`config.mk`:
```
export PLATFORM = sky130hd
export DESIGN_NAME = pixel_controller
export DESIGN_NICKNAME = d
export VERILOG_FILES = /design/src/rtl/pixel_controller.sv
export SDC_FILE = /design/constraint.sdc
export NUM_CORES = 1
export LEC_CHECK = 0
export BUFFER_PORTS_ARGS = -buffer_cell sky130_fd_sc_hd__buf_2
export CAP_MARGIN = 20
export CORE_ASPECT_RATIO = 2
export CORE_MARGIN = 2
export CORE_UTILIZATION = 45
export CTS_BUF_LIST = sky130_fd_sc_hd__clkbuf_8
export CTS_CLUSTER_DIAMETER = 200
export DETAILED_ROUTE_END_ITERATION = 6
export HOLD_SLACK_MARGIN = 0.03
export PLACE_DENSITY = 0.77
export SYNTH_ARGS = -nofsm -noshare
export SYNTH_HDL_FRONTEND = slang
export SYNTH_SLANG_ARGS = --single-unit
```
`constraint.sdc`:
```
create_clock -name clk -period 4.4 [get_ports clk]
set_clock_uncertainty 0.15 [all_clocks]
set_input_delay 0.88 -clock clk [delete_from_list [all_inputs] [get_ports clk]]
set_output_delay 0.88 -clock clk [all_outputs]
set_load 0.02 [all_outputs]
```
`src/rtl/pixel_controller.sv`:
```
// Eight-digit seven-segment scan controller: per-digit refresh slots, digit select,
// and active-low anode enables with a blanking interval at the start of each slot.
module pixel_controller #(
    parameter int unsigned CLK_HZ       = 100_000_000,
    parameter int unsigned REFRESH_HZ   = 480,
    parameter int unsigned BLANK_CYCLES = 16
) (
    input  logic       clk,
    input  logic       reset_n,
    input  logic       en,
    input  logic [7:0] digit_mask,
    output logic [2:0] sel,
    output logic [7:0] a,
    output logic       frame_start
);

    localparam int unsigned DIV = CLK_HZ / REFRESH_HZ;
    localparam int unsigned CW  = $clog2(DIV);

    localparam logic [CW-1:0] CNT_LAST  = CW'(DIV - 1);
    localparam logic [CW-1:0] CNT_BLANK = CW'(BLANK_CYCLES);

    logic [CW-1:0] cnt;
    logic [CW-1:0] cnt_next;
    logic [2:0]    sel_next;
    logic [7:0]    a_next;
    logic          frame_start_next;

    // Anode decision uses the next-state slot position so a always matches the registered sel.
    always_comb begin
        cnt_next         = '0;
        sel_next         = sel;
        a_next           = '1;
        frame_start_next = 1'b0;
        if (en) begin
            if (cnt == CNT_LAST) begin
                cnt_next = '0;
                sel_next = sel + 3'd1;
            end else begin
                cnt_next = cnt + CW'(1);
            end
            if ((cnt_next >= CNT_BLANK) && digit_mask[sel_next]) begin
                a_next = ~(8'b1 << sel_next);
            end
            frame_start_next = (cnt == CNT_LAST) && (sel == 3'd7);
        end
    end

    always_ff @(posedge clk or negedge reset_n) begin
        if (!reset_n) begin
            cnt         <= '0;
            sel         <= '0;
            a           <= '1;
            frame_start <= 1'b0;
        end else begin
            cnt         <= cnt_next;
            sel         <= sel_next;
            a           <= a_next;
            frame_start <= frame_start_next;
        end
    end

endmodule

```
# --- Word level (Yosys, flattened, before mapping) ---
# Index checks and enable logic that the tools add are counted.
word_totals:
  reg_bits: 30
  input_bits: 11
  out_inout_bits: 12
  wordCells: 24
op_classes:
  n_addsub: 2
  n_lt_le_gt_ge: 2
  eq_ne: 2
  shifts: 1
  n_mux: 10
  bitwise: 1
  reduce_logical: 2
op_table:
  columns: ["cell", "count"]
  rows:
  - ["18-bit 2-to-1 mux", 3]
  - ["18-bit by 1-bit adder with 18-bit output (second input constant)", 1]
  - ["18-bit == test (second input constant)", 1]
  - ["18-bit by 5-bit >= comparator with 1-bit output (second input constant)", 1]
  - ["8-bit 2-to-1 mux", 2]
  - ["8-bit NOT", 1]
  - ["1-bit by 3-bit << shifter with 8-bit output (first input constant)", 1]
  - ["3-bit 2-to-1 mux", 2]
  - ["3-bit by 4-bit < comparator with 1-bit output (second input constant)", 1]
  - ["3-bit by 1-bit adder with 3-bit output (second input constant)", 1]
  - ["1-bit binary-select mux with 3-bit select", 1]
  - ["3-bit == test (second input constant)", 1]
  - ["1-bit logical AND", 2]
  - ["1-bit 2-to-1 mux", 2]

# --- Depth between registers and ports, before layout ---
# Gate-level depths: netlist of run 1.
logic_depth:
  word_depth: 8
  depth_mapped: 9

# --- Worst setup path after synthesis of run 1 ---
# Ideal clock, no wire load.
synth_path:
  path_kind: "register -> register"
  start: "register cnt[7]"
  end: "register a[6]"
  arrival_time_ps: 2469
  required_ps: 4186
  setup_slack_ps: 1717
  path_stages_with_launch: 10
  path_buffers: 2
  synth_period_minus_slack_ps: 2683
  cell_sequence: "dfrtp_1 > buf_4 > and2_4 > nand4_2 > or4_4 > buf_6 > mux2_4 > or4b_1 > and3_4 > nand3_1"
synth_via:
  elab_chain_len: 8
  word_cells_on_any_way: 14
  classes_between: "1 x add/sub; 1 x order compare; 1 x eq/ne; 1 x shift; 8 x mux; 1 x bitwise; 1 x reduce/logical"
synth_lines:
  columns: ["item", "line", "rtl"]
  rows:
  - ["start: declaration", "23", "logic [CW-1:0] cnt;"]
  - ["start signal: assignment", "56", "cnt <= cnt_next;"]
  - ["parallel branches: the longest is 6 deep, another holds 18-bit by 1-bit adder with 18-bit output", null, null]
  - ["8-bit 2-to-1 mux *", "42", "if ((cnt_next >= CNT_BLANK) && digit_mask[sel_next]) begin"]
  - ["8-bit 2-to-1 mux *", "35", "if (en) begin"]
  - ["named net a_next[6]", "26", "logic [7:0] a_next;"]
  - ["end signal: assignment", "58", "a <= a_next;"]
  - ["end: declaration", "13", "output logic [7:0] a,"]
# Mark *: on every way through the listed nets, which the timed path passes. The select of a mux whose other input is x is not followed.
# A chain may end at the register's enable or synchronous reset.

# --- Worst setup path in the final report of run 1 ---
layout_path:
  start: "register cnt[7]"
  end: "register a[7]"
# Same word-level chain as after synthesis.

==> results by group, run 1 <==
Status
  – Status: finished clean

Worst hold path
  – Worst Hold Launch: cnt[0]
  – Worst hold-check path type: register to register
  – Hold path depth: 1
  – Worst Hold Endpoint: cnt[0]

Timing
  – Count of pins over their slew limit: 0
  – Final setup vio count: 0
  – Max Fclk: about 0.34 GHz
  – Minimum clock period after layout: around 2900 ps
  – Final hold violation count: 0
  – Sum Neg Setup Slack: 0 ps
  – Unrepaired setup endpoints after global routing: false
  – Crit share post-route: 0.6601
  – Worst Max-Slew Pin Slew: about 630 ps
  – Max-slew headroom: 0.5767

Pwr
  – Cell Pwr Density: 282.4 mW/mm2
  – Switching power of the nets: about 0.14 mW
  – Sw Ratio: 0.2533
  – Lkg Pwr: a little under 0.9 nW
  – Design Power: 0.5707 mW
  – Cell internal pwr: 0.4262 mW
  – Combinational share of power: 0.092
  – Reg power frac: 0.508
  – Clk network pwr share: 0.400
  – Peak supply drop: 0.2603 mV

Global routing
  – Total Routing Usage GR: 0.1901
  – Initial antenna violation count: 0
  – Vias in the first global route: about 1500
  – First-pass GRT wire length: between 6000 and 7000 um
  – Largest net degree at the start of global routing: 31
  – Total grt overflow: 0

Layout
  – Layout area overhead: 11.92%
  – Ant diodes: 0
  – Final nets: 223
  – Fillers: 378
  – Ratio of cells with drive above 1 in the final layout: 0.2440

Placement
  – Hpwl dp: roughly 2900 um
  – Port bufs: 22
  – RePlAce Congestion: 0.9289

Yosys
  – Syn_nets: 204
  – Sequential fraction of the synthesis area: 0.4213
  – Synthesized flop and latch total: 30
  – Synth Area in Compound Gates: 0.04574
  – Largest family of logic cells by synthesized area: simple AND/OR/NAND/NOR gates
  – Adder-Cell Fraction of Synth Area: 0.02772
  – Leading area contributor after synthesis: dfrtp_1
  – Number of flops mapped to enable cells by yosys: 0
  – Mean Syn Cell Area: 9.553 um2
  – Post-Synth Simple-Gate Area: 0.3049
  – Largest cells by area after synthesis: dfrtp_1 30%, dfstp_2 12%, xnor2_1 6.3%, nor2_1 5.4%, nand3_1 5.3%
  – YS warnings: 0
  – Most frequent cell after synthesis: nor2_1
  – Main synth FF type: dfrtp_1
  – Synth top area share: 0.3049
  – Distinct cells, synth: 45
  – Post-synthesis instance total: 189
  – Post-Synth XOR/XNOR Area: 0.1067
  – Syn Std Cell Area: 0.001805 mm2
  – Post-synthesis mux area share: 0.04920
  – Post-synth ARST share: 1.000
  – Most frequent cells after synthesis: 26 x nor2_1, 22 x dfrtp_1, 19 x nand3_1

Clock network
  – Max H-tree Level: 2
  – Clock sink count: 30
  – Setup repair bufs after CTS: 0
  – Clock latency on the worst-skew pair: 280 ps
  – CTS max path bufs: 2
  – CTS Buf Count: 5
  – Post-cts resize count: 0
  – TritonCTS clock tree: done
  – Clock slew seen by the registers of the worst setup and hold paths: 70 ps
  – # hold bufs at CTS: 0
  – Root Driver: clkbuf_8

Critical path
  – Signal arrival time at the worst endpoint: 2970 ps
  – Crit Reg-Reg Endpoint: a[7]
  – CP Launch Type: register
  – Critical path capture point type: register
  – Kind of critical path: register to register
  – R2R depth: 7
  – CP Max Fanout: 9
  – Required time of the critical path: 4460 ps
  – R2r setup slk: 1500 ps
  – Reg-to-reg critical path startpoint: cnt[7]

Floorplanning
  – Die Wd: between 40 and 50 um
  – Initial Util: 0.4697
  – Core Region: 0.003844 mm2
  – IO Pins: 23
  – Die area: 0.004566 mm2
  – Die height: 93.58 um
  – Std cell rows: 32

Drt
  – Antenna Nets Post-Route: 0
  – Routed wire length: 3872 um
  – Drt via density: 5.562
  – Vias: roughly 1400
  – Drt first pass iters: 4
  – Detailed Route Iter0 Violations: between 40 and 50
  – Remaining DRCs: 0
  – WL/cell: 14.89 um

Flow run
  – Max-cap viol count: 0
[layer usage]
layer  vias up  GRT usage  wire [um]
li1        695          -          -
met1       694     0.1881       1484
met2        39     0.3390       2063
met3        18    0.03035        114
met4         0     0.1571        209
met5         -          0          0
[cells in the final DEF, fill, tap and decap left out, types with 2 or more instances in the layout]
| cell type | n |
|---|---|
| nor2_1 | 26 |
| dfrtp_1 | 22 |
| buf_2 | 22 |
| nand3_1 | 19 |
| xnor2_1 | 13 |
| nand2_1 | 12 |
| xor2_1 | 9 |
| dfstp_2 | 8 |
| inv_1 | 7 |
| clkbuf_8 | 6 |
| o21ai_0 | 5 |
| nor4_1 | 5 |
| mux2i_1 | 4 |
| nand4_1 | 4 |
| ha_1 | 4 |
| nor3_1 | 3 |
| and2_1 | 3 |
| and3_1 | 3 |
| nand4_2 | 2 |
| nand4bb_1 | 2 |
| nor2b_1 | 2 |
| a31oi_1 | 2 |
| nand2b_1 | 2 |
| or4_1 | 2 |
| and3_2 | 2 |
[metrics by stage]
step	worst slack [ps]	util	area, um2	hold WS [ps]	instances
2_1_floorplan	1717	-	1805	335.5	189
3_3_place_gp	1584	0.5020	1929	351.6	252
3_5_place_dp	1543	0.5020	1929	388.4	252
4_1_cts	1503	0.5257	2021	401.2	260
5_1_grt	1352	0.5257	2021	436.6	260
6_report	1495	0.5257	2021	383.7	260
[sequential cells by signal, summed over array words and instances, names as in the netlist]
signal / count
cnt: 18
frame_start: 1
sel: 3
a: 8
[logic make-up after synthesis]
group                    count (synthesis)
AND/OR/NAND/NOR                         96
flip-flops                              30
XOR/XNOR                                22
buffers and inverters                   17
AO/OA/AOI/OAI                           13
multiplexers                             7
adder cells (fa/ha/maj)                  4
[how the worst max path moves through the flow]
| stage | start | end | slack, ps | cells past startpoint |
|---|---|---|---|---|
| floorplan | cnt[7] | a[6] | 1720 | 9 |
| global placement | cnt[7] | a[5] | 1580 | 7 |
| detailed placement | cnt[7] | a[7] | 1540 | 7 |
| CTS | cnt[7] | a[7] | 1500 | 7 |
| global route | cnt[7] | a[6] | 1350 | 7 |
| finish | cnt[7] | a[7] | 1500 | 7 |
[worst max-delay path, stage by stage, from the launching register on]
cell     delay [ps]
dfrtp_1         510
and2_4          230
nand4_2         160
or4_4           640
mux2_4          350
or4b_1          530
and3_4          180
nand3_1          80
[power by group through the flow]
stage | sequential, mW | combinational [mW] | clock [mW]
after floorplan | 0.297 | 0.0299 | 0
after global placement | 0.295 | 0.0519 | 0
after detailed placement | 0.295 | 0.0524 | 0
after CTS | 0.290 | 0.0530 | 0.232
after global routing | 0.292 | 0.0602 | 0.243
final | 0.290 | 0.0523 | 0.228
[area by class of cell]
type | instances | area, um2 | area share
Clock buffer | 6 | 82.58 | 0.04087
Clock inverter | 2 | 8.758 | 0.004334
Inverter | 6 | 22.52 | 0.01115
Multi-Input combinational cell | 142 | 964.7 | 0.4774
Sequential cell | 30 | 760.7 | 0.3765
Tap cell | 51 | 63.81 | 0.03158
Timing Repair Buffer | 23 | 117.6 | 0.05820
No activity file was read; power rests on OpenSTA's default activity.
==> run 2, diff against run 1 <==
--- a/config.mk
+++ b/config.mk
@@ -14,7 +14,7 @@
 export CTS_CLUSTER_DIAMETER = 200
 export DETAILED_ROUTE_END_ITERATION = 6
 export HOLD_SLACK_MARGIN = 0.03
-export PLACE_DENSITY = 0.77
+export PLACE_DENSITY = 0.79
 export SYNTH_ARGS = -nofsm -noshare
 export SYNTH_HDL_FRONTEND = slang
 export SYNTH_SLANG_ARGS = --single-unit
==> constraint.sdc (replaced) <==
create_clock -name clk -period 2.6 [get_ports clk]
set_clock_uncertainty 0.15 [all_clocks]
set_input_delay 0.52 -clock clk [delete_from_list [all_inputs] [get_ports clk]]
set_output_delay 0.52 -clock clk [all_outputs]
set_load 0.02 [all_outputs]
==> results by group, run 2 (synthesized netlist as in run 1, its figures left out) <==
Critical path
  – Critical path capture point type: register (unchanged)
  – CP max stage delay: 460 ps (was 640 ps)
  – Critical Path Source: cnt[1] (was cnt[7])
  – CP Max Fanout: 4 (was 9)
  – CP delay by family, top: simple AND/OR/NAND/NOR gates (unchanged)
  – R2R depth: 9 (was 7)
  – Levels on crit path: 9 (was 7)
  – R2r setup slk: 30 ps (was 1500 ps)
  – Critical path endpoint: a[4] (was a[7])
  – Cell at the slowest stage of the critical path: or4_4 (unchanged)
  – Critical path, cell by cell: buf_6, inv_4, ha_4, nand4bb_1, or4_4, mux2_4, or4b_1, and3_4, nand3_2 (was and2_4, nand4_2, or4_4, mux2_4, or4b_1, and3_4, nand3_1)
  – CP Launch Type: register (unchanged)
  – Reg-to-reg critical path startpoint: cnt[1] (was cnt[7])
  – Worst Path Buf+Inv: 2 (was 0)
  – Crit Reg-Reg Endpoint: a[4] (was a[7])
  – Signal arrival time at the worst endpoint: 2650 ps (was 2970 ps)
  – Kind of critical path: register to register (unchanged)
  – Required time of the critical path: 2680 ps (was 4460 ps)

Floorplanning
  – Initial Util: 0.4697 (unchanged)
  – Die height: 93.58 um (unchanged)
  – IO Pins: 23 (unchanged)
  – Std cell rows: 32 (unchanged)
  – Die area: 0.004566 mm2 (unchanged)
  – Core Region: 0.003844 mm2 (unchanged)
  – Die Wd: 48.79 um (unchanged)

Clock network
  – Clock sink count: 30 (unchanged)
  – Clock latency on the worst-skew pair: 290 ps (was 280 ps)
  – Clock slew seen by the registers of the worst setup and hold paths: 70 ps (about the same)
  – CTS max path bufs: 2 (unchanged)
  – Root Driver: clkbuf_8 (unchanged)
  – TritonCTS clock tree: done (unchanged)
  – CTS Buf Count: 5 (unchanged)
  – Max H-tree Level: 2 (unchanged)

Global routing
  – Largest net degree at the start of global routing: 31 (unchanged)
  – Total Routing Usage GR: 0.2040 (was 0.1901)
  – Total grt overflow: 0 (unchanged)
  – Initial antenna violation count: 0 (unchanged)
  – Vias in the first global route: 1606 (was 1487)
  – First-pass GRT wire length: 7017 um (was 6596 um)

Layout
  – Largest register FFs: 18 (unchanged)
  – Fillers: 312 (was 378)
  – Design area: 0.002387 mm2 (was 0.002021 mm2)
  – Footprint of the multi-input gates: 0.001084 mm2 (was 964.7 um2)
  – Layout area overhead: 32.22% (was 11.92%)
  – Final nets: 250 (was 223)
  – Commonest cells after routing, fill and taps aside: 25 x buf_4, 24 x nor2_1, 22 x buf_2 (was 26 x nor2_1, 22 x dfrtp_1, 22 x buf_2)
  – Register area: 764.5 um2 (was 760.7 um2)
  – Ant diodes: 0 (unchanged)
  – Post-route insts no fill: 287 (was 260)
  – Commonest non-fill, non-tap cell in the layout: buf_4 (was nor2_1)
  – Most flops, register: cnt (unchanged)
  – Ratio of cells with drive above 1 in the final layout: 0.4195 (was 0.2440)
  – Largest regs: cnt (18), a (8), sel (3) (unchanged)

Placement
  – Hpwl dp: 3130 um (was 2895 um)
  – Post-place instance area: 0.002137 mm2 (was 0.001929 mm2)
  – RePlAce Congestion: 0.8649 (was 0.9289)
  – Port bufs: 22 (unchanged)
  – Placed Cells: 276 (was 252)

Timing
  – Minimum clock period after layout: 2571 ps (was 2905 ps)
  – Count of pins over their slew limit: 0 (unchanged)
  – Max Fclk: 0.3889 GHz (was 0.3443 GHz)
  – Hold WS: 95.49 ps (was 383.7 ps)
  – Crit share post-route: 0.9890 (was 0.6601)
  – Final setup vio count: 0 (unchanged)
  – Unrepaired setup endpoints after global routing: true (was false)
  – Max-slew headroom: 0.5616 (was 0.5767)
  – Final hold violation count: 0 (unchanged)
  – Worst Max-Slew Pin Slew: 657.6 ps (was 634.9 ps)

Pwr
  – Peak supply drop: 0.4143 mV (was 0.2603 mV)
  – Design Power: 1.092 mW (was 0.5707 mW)
  – Clk network pwr share: 0.448 (was 0.400)
  – Cell internal pwr: 0.8309 mW (was 0.4262 mW)
  – Sw Ratio: 0.2391 (was 0.2533)
  – Switching power of the nets: 0.2611 mW (was 0.1445 mW)
  – Cell Pwr Density: 457.4 mW/mm2 (was 282.4 mW/mm2)
  – Combinational share of power: 0.102 (was 0.092)
  – Lkg Pwr: 1.024 nW (was 0.8702 nW)
  – Reg power frac: 0.451 (was 0.508)

Drt
  – Vias: 1559 (was 1446)
  – Drt first pass iters: 5 (was 4)
  – Routed wire length: 4210 um (was 3872 um)
  – Antenna Nets Post-Route: 0 (unchanged)
  – Detailed Route Iter0 Violations: 47 (unchanged)
  – Drt via density: 5.432 (was 5.562)
  – Remaining DRCs: 0 (unchanged)
  – WL/cell: 14.67 um (was 14.89 um)

Status
  – Status: finished clean (unchanged)

Flow run
  – Max-cap viol count: 0 (unchanged)

Worst hold path
  – Worst hold-check path type: input pin to asynchronous set/reset pin (was register to register)
run 2: worst min path at each step:
stage                  from  endpoint  slack, ps  cells past startpoint
finish              reset_n    cnt[1]        100                      1
global route        reset_n    cnt[1]        160                      1
CTS                 reset_n    cnt[1]        130                      1
detailed placement   cnt[0]    cnt[0]        410                      2
global placement     cnt[0]    cnt[0]        390                      2
floorplan           reset_n    cnt[0]         70                      0
run 2: repair_timing:
item                       4_1_cts  5_1_grt
pin swaps                        1        1
setup endpoints to repair        4        4
hold buffers                     0        0
buffers inserted                 0        3
cloned                           0        0
resized for setup                4       22
run 2: per-layer routing:
metal / wire length [um] / global-route usage / vias up
li1: - / - / 761
met1: 1608 / 0.2010 / 745
met3: 108 / 0.03834 / 16
met4: 183 / 0.1452 / 0
met5: 0 / 0 / -
met2: 2310 / 0.3721 / 37
run 2: power groups by stage:
stage                     Sequential (mW)  Combinational, mW  Clock [mW]
after floorplan                     0.503             0.0507           0
after global placement              0.496             0.0947           0
after detailed placement            0.497             0.0977           0
after CTS                           0.489             0.0986       0.498
after global routing                0.494              0.125       0.514
final                               0.492              0.111       0.489
run 2: per-stage QoR:
stage | setup WS (ps) | setup TNS (ps) | utilization
2_1_floorplan | 10.81 | 0 | -
3_5_place_dp | -55.85 | -169.3 | 0.5560
3_3_place_gp | -8.251 | -20.85 | 0.5560
6_report | 28.59 | 0 | 0.6211
4_1_cts | 0.9561 | 0 | 0.5898
5_1_grt | -60.93 | -279.0 | 0.6211
run 2: layout make-up:
| class | instances | area share |
|---|---|---|
| multi-input combinational | 142 | 0.4539 |
| sequential | 30 | 0.3202 |
| clock buffer | 6 | 0.03459 |
| timing repair buffer | 50 | 0.1389 |
| inverter | 6 | 0.01153 |
| clock inverter | 2 | 0.01415 |
| tap | 51 | 0.02673 |
==> run 3, diff against run 2 <==
--- a/config.mk
+++ b/config.mk
@@ -10,7 +10,7 @@
 export CORE_ASPECT_RATIO = 2
 export CORE_MARGIN = 2
 export CORE_UTILIZATION = 45
-export CTS_BUF_LIST = sky130_fd_sc_hd__clkbuf_8
+export CTS_BUF_LIST = sky130_fd_sc_hd__clkbuf_2
 export CTS_CLUSTER_DIAMETER = 200
 export DETAILED_ROUTE_END_ITERATION = 6
 export HOLD_SLACK_MARGIN = 0.03
==> results by group, run 3 (synthesized netlist as in run 1, its figures left out) <==
Critical path
  – Critical path, cell by cell: buf_6, inv_4, ha_4, nand4bb_1, or4_4, mux2_4, or4b_1, and3_4, nand3_1 (was buf_6, inv_4, ha_4, nand4bb_1, or4_4, mux2_4, or4b_1, and3_4, nand3_2)
  – Cell at the slowest stage of the critical path: dfrtp_1 (was or4_4)
  – CP Launch Type: register (unchanged)
  – R2r setup slk: -30 ps (was 30 ps)
  – Signal arrival time at the worst endpoint: 2800 ps (was 2650 ps)
  – Required time of the critical path: 2760 ps (was 2680 ps)
  – CP Max Fanout: 4 (unchanged)
  – Kind of critical path: register to register (unchanged)
  – CP max stage delay: 460 ps (about the same)
  – Critical path capture point type: register (unchanged)

Timing
  – Final worst-path setup slack: -33.96 ps (was 28.59 ps)
  – Unrepaired setup endpoints after global routing: true (unchanged)
  – Max-slew headroom: 0.5564 (was 0.5616)
  – Max Fclk: 0.3797 GHz (was 0.3889 GHz)
  – Sum Neg Setup Slack: -80.23 ps (was 0 ps)
  – Minimum clock period after layout: 2634 ps (was 2571 ps)
  – Final hold violation count: 0 (unchanged)
  – Crit share post-route: 1.013 (was 0.9890)
  – Worst Max-Slew Pin Slew: 665.4 ps (was 657.6 ps)
  – Count of pins over their slew limit: 0 (unchanged)
  – Final setup vio count: 4 (was 0)

Floorplanning
  – IO Pins: 23 (unchanged)
  – Initial Util: 0.4697 (unchanged)
  – Core Region: 0.003844 mm2 (unchanged)
  – Die Wd: 48.79 um (unchanged)
  – Die area: 0.004566 mm2 (unchanged)
  – Die height: 93.58 um (unchanged)
  – Std cell rows: 32 (unchanged)

Layout
  – Commonest non-fill, non-tap cell in the layout: buf_4 (unchanged)
  – Layout area overhead: 30.28% (was 32.22%)
  – Largest regs: cnt (18), a (8), sel (3) (unchanged)
  – Final Util: 0.6120 (was 0.6211)
  – Ant diodes: 0 (unchanged)
  – Commonest cells after routing, fill and taps aside: 25 x buf_4, 24 x nor2_1, 22 x buf_2 (unchanged)
  – Post-route insts no fill: 288 (was 287)
  – Most flops, register: cnt (unchanged)
  – Largest register FFs: 18 (unchanged)
  – Ratio of cells with drive above 1 in the final layout: 0.4135 (was 0.4195)
  – Final nets: 251 (was 250)

Global routing
  – First-pass GRT wire length: 7100 um (was 7017 um)
  – Total grt overflow: 0 (unchanged)
  – Initial antenna violation count: 0 (unchanged)
  – Largest net degree at the start of global routing: 31 (unchanged)
  – Vias in the first global route: 1612 (was 1606)
  – Total Routing Usage GR: 0.2061 (was 0.2040)

Drt
  – Detailed Route Iter0 Violations: 30 (was 47)
  – Remaining DRCs: 2 (was 0)
  – Drt first pass iters: 7 (was 5)
  – Vias: 1544 (was 1559)
  – WL/cell: 14.66 um (was 14.67 um)
  – Antenna Nets Post-Route: 0 (unchanged)
  – Routed wire length: 4221 um (was 4210 um)
  – Drt via density: 5.361 (was 5.432)

Pwr
  – Cell Pwr Density: 395.0 mW/mm2 (was 457.4 mW/mm2)
  – Peak supply drop: 0.2968 mV (was 0.4143 mV)
  – Lkg Pwr: 1.024 nW (about the same)

Placement
  – Placed Cells: 276 (unchanged)
  – Setup WS pre-CTS: -55.85 ps (unchanged)
  – Port bufs: 22 (unchanged)
  – RePlAce Congestion: 0.8649 (unchanged)
  – Hpwl dp: 3130 um (unchanged)

Clock network
  – TritonCTS clock tree: done (unchanged)
  – Max H-tree Level: 2 (unchanged)
  – Root Driver: clkbuf_2 (was clkbuf_8)
  – CTS max path bufs: 2 (unchanged)
  – Clock sink count: 30 (unchanged)
  – CTS Buf Count: 5 (unchanged)
  – Clock latency on the worst-skew pair: 400 ps (was 290 ps)
  – Clock slew seen by the registers of the worst setup and hold paths: 200 ps (was 70 ps)

Worst hold path
  – Worst hold-check path type: input pin to register (was input pin to asynchronous set/reset pin)

Flow run
  – Max-cap viol count: 0 (unchanged)

Status
  – Status: finished, violations left (was finished clean)
  – Violated checks: design-rule violations, negative setup slack
-- run 3: cell count changes in the layout (fill, tap and decap cells not counted), moves of 2 or more --
cell / previous run / this run
clkbuf_2: 0 / 6
clkbuf_8: 6 / 0
nand3_1: 13 / 15
nand3_2: 5 / 3
-- run 3: metal layers --
layer  routed length, um  track usage  up-vias
li1                    -            -      758
met4                 189       0.1595        0
met2                2327       0.3710       33
met1                1609       0.1990      736
met3                  94      0.04313       17
met5                   0            0        -
-- run 3: worst paths after layout --
path	cells past startpoint	end	start
min reg2reg	2	cnt[0]	cnt[0]
min in group asynchronous	2	cnt[1]	reset_n
max in group asynchronous	2	cnt[5]	reset_n
max reg2reg	9	a[4]	cnt[1]
min	3	sel[2]	en
max	9	a[4]	cnt[1]
-- run 3: what timing repair did --
action	4_1_cts	5_1_grt
setup buffers	1	2
gates resized for setup	18	7
pin swaps	1	0
hold buffers	1	0
setup endpoints to repair	4	6
hold endpoints to repair	13	0
-- run 3: cell type report --
class,count,area [um2]
Clock buffer,6,30.03
Multi-Input combinational cell,142,1095
Tap cell,51,63.81
Clock inverter,2,33.78
Inverter,6,25.02
Timing Repair Buffer,51,341.6
Fill cell,320,1491
Sequential cell,30,763.2
-- run 3: critical path: cells and delay by family, from the launching register on --
family / cells / cell delay [ps]
fa+ha+maj: 1 / 110
simple gates: 5 / 1320
flops: 1 / 460
mux: 1 / 330
buf+inv: 2 / 180
-- run 3: power breakdown --
| part | internal [mW] | switching, mW |
|---|---|---|
| Clock | 0.164 | 0.164 |
| Combinational | 0.0473 | 0.0621 |
| Sequential | 0.476 | 0.0152 |
-- run 3: per-stage QoR --
step | total power [mW] | hold slack, ps | area, um2
final | 0.9291 | 277.7 | 2352
after global routing | 0.9745 | 254.2 | 2352
after CTS | 0.9400 | 274.5 | 2296
after detailed placement | 0.5942 | 411.9 | 2137
after global placement | 0.5911 | 393.7 | 2137
after floorplan | 0.5535 | 74.41 | 1844
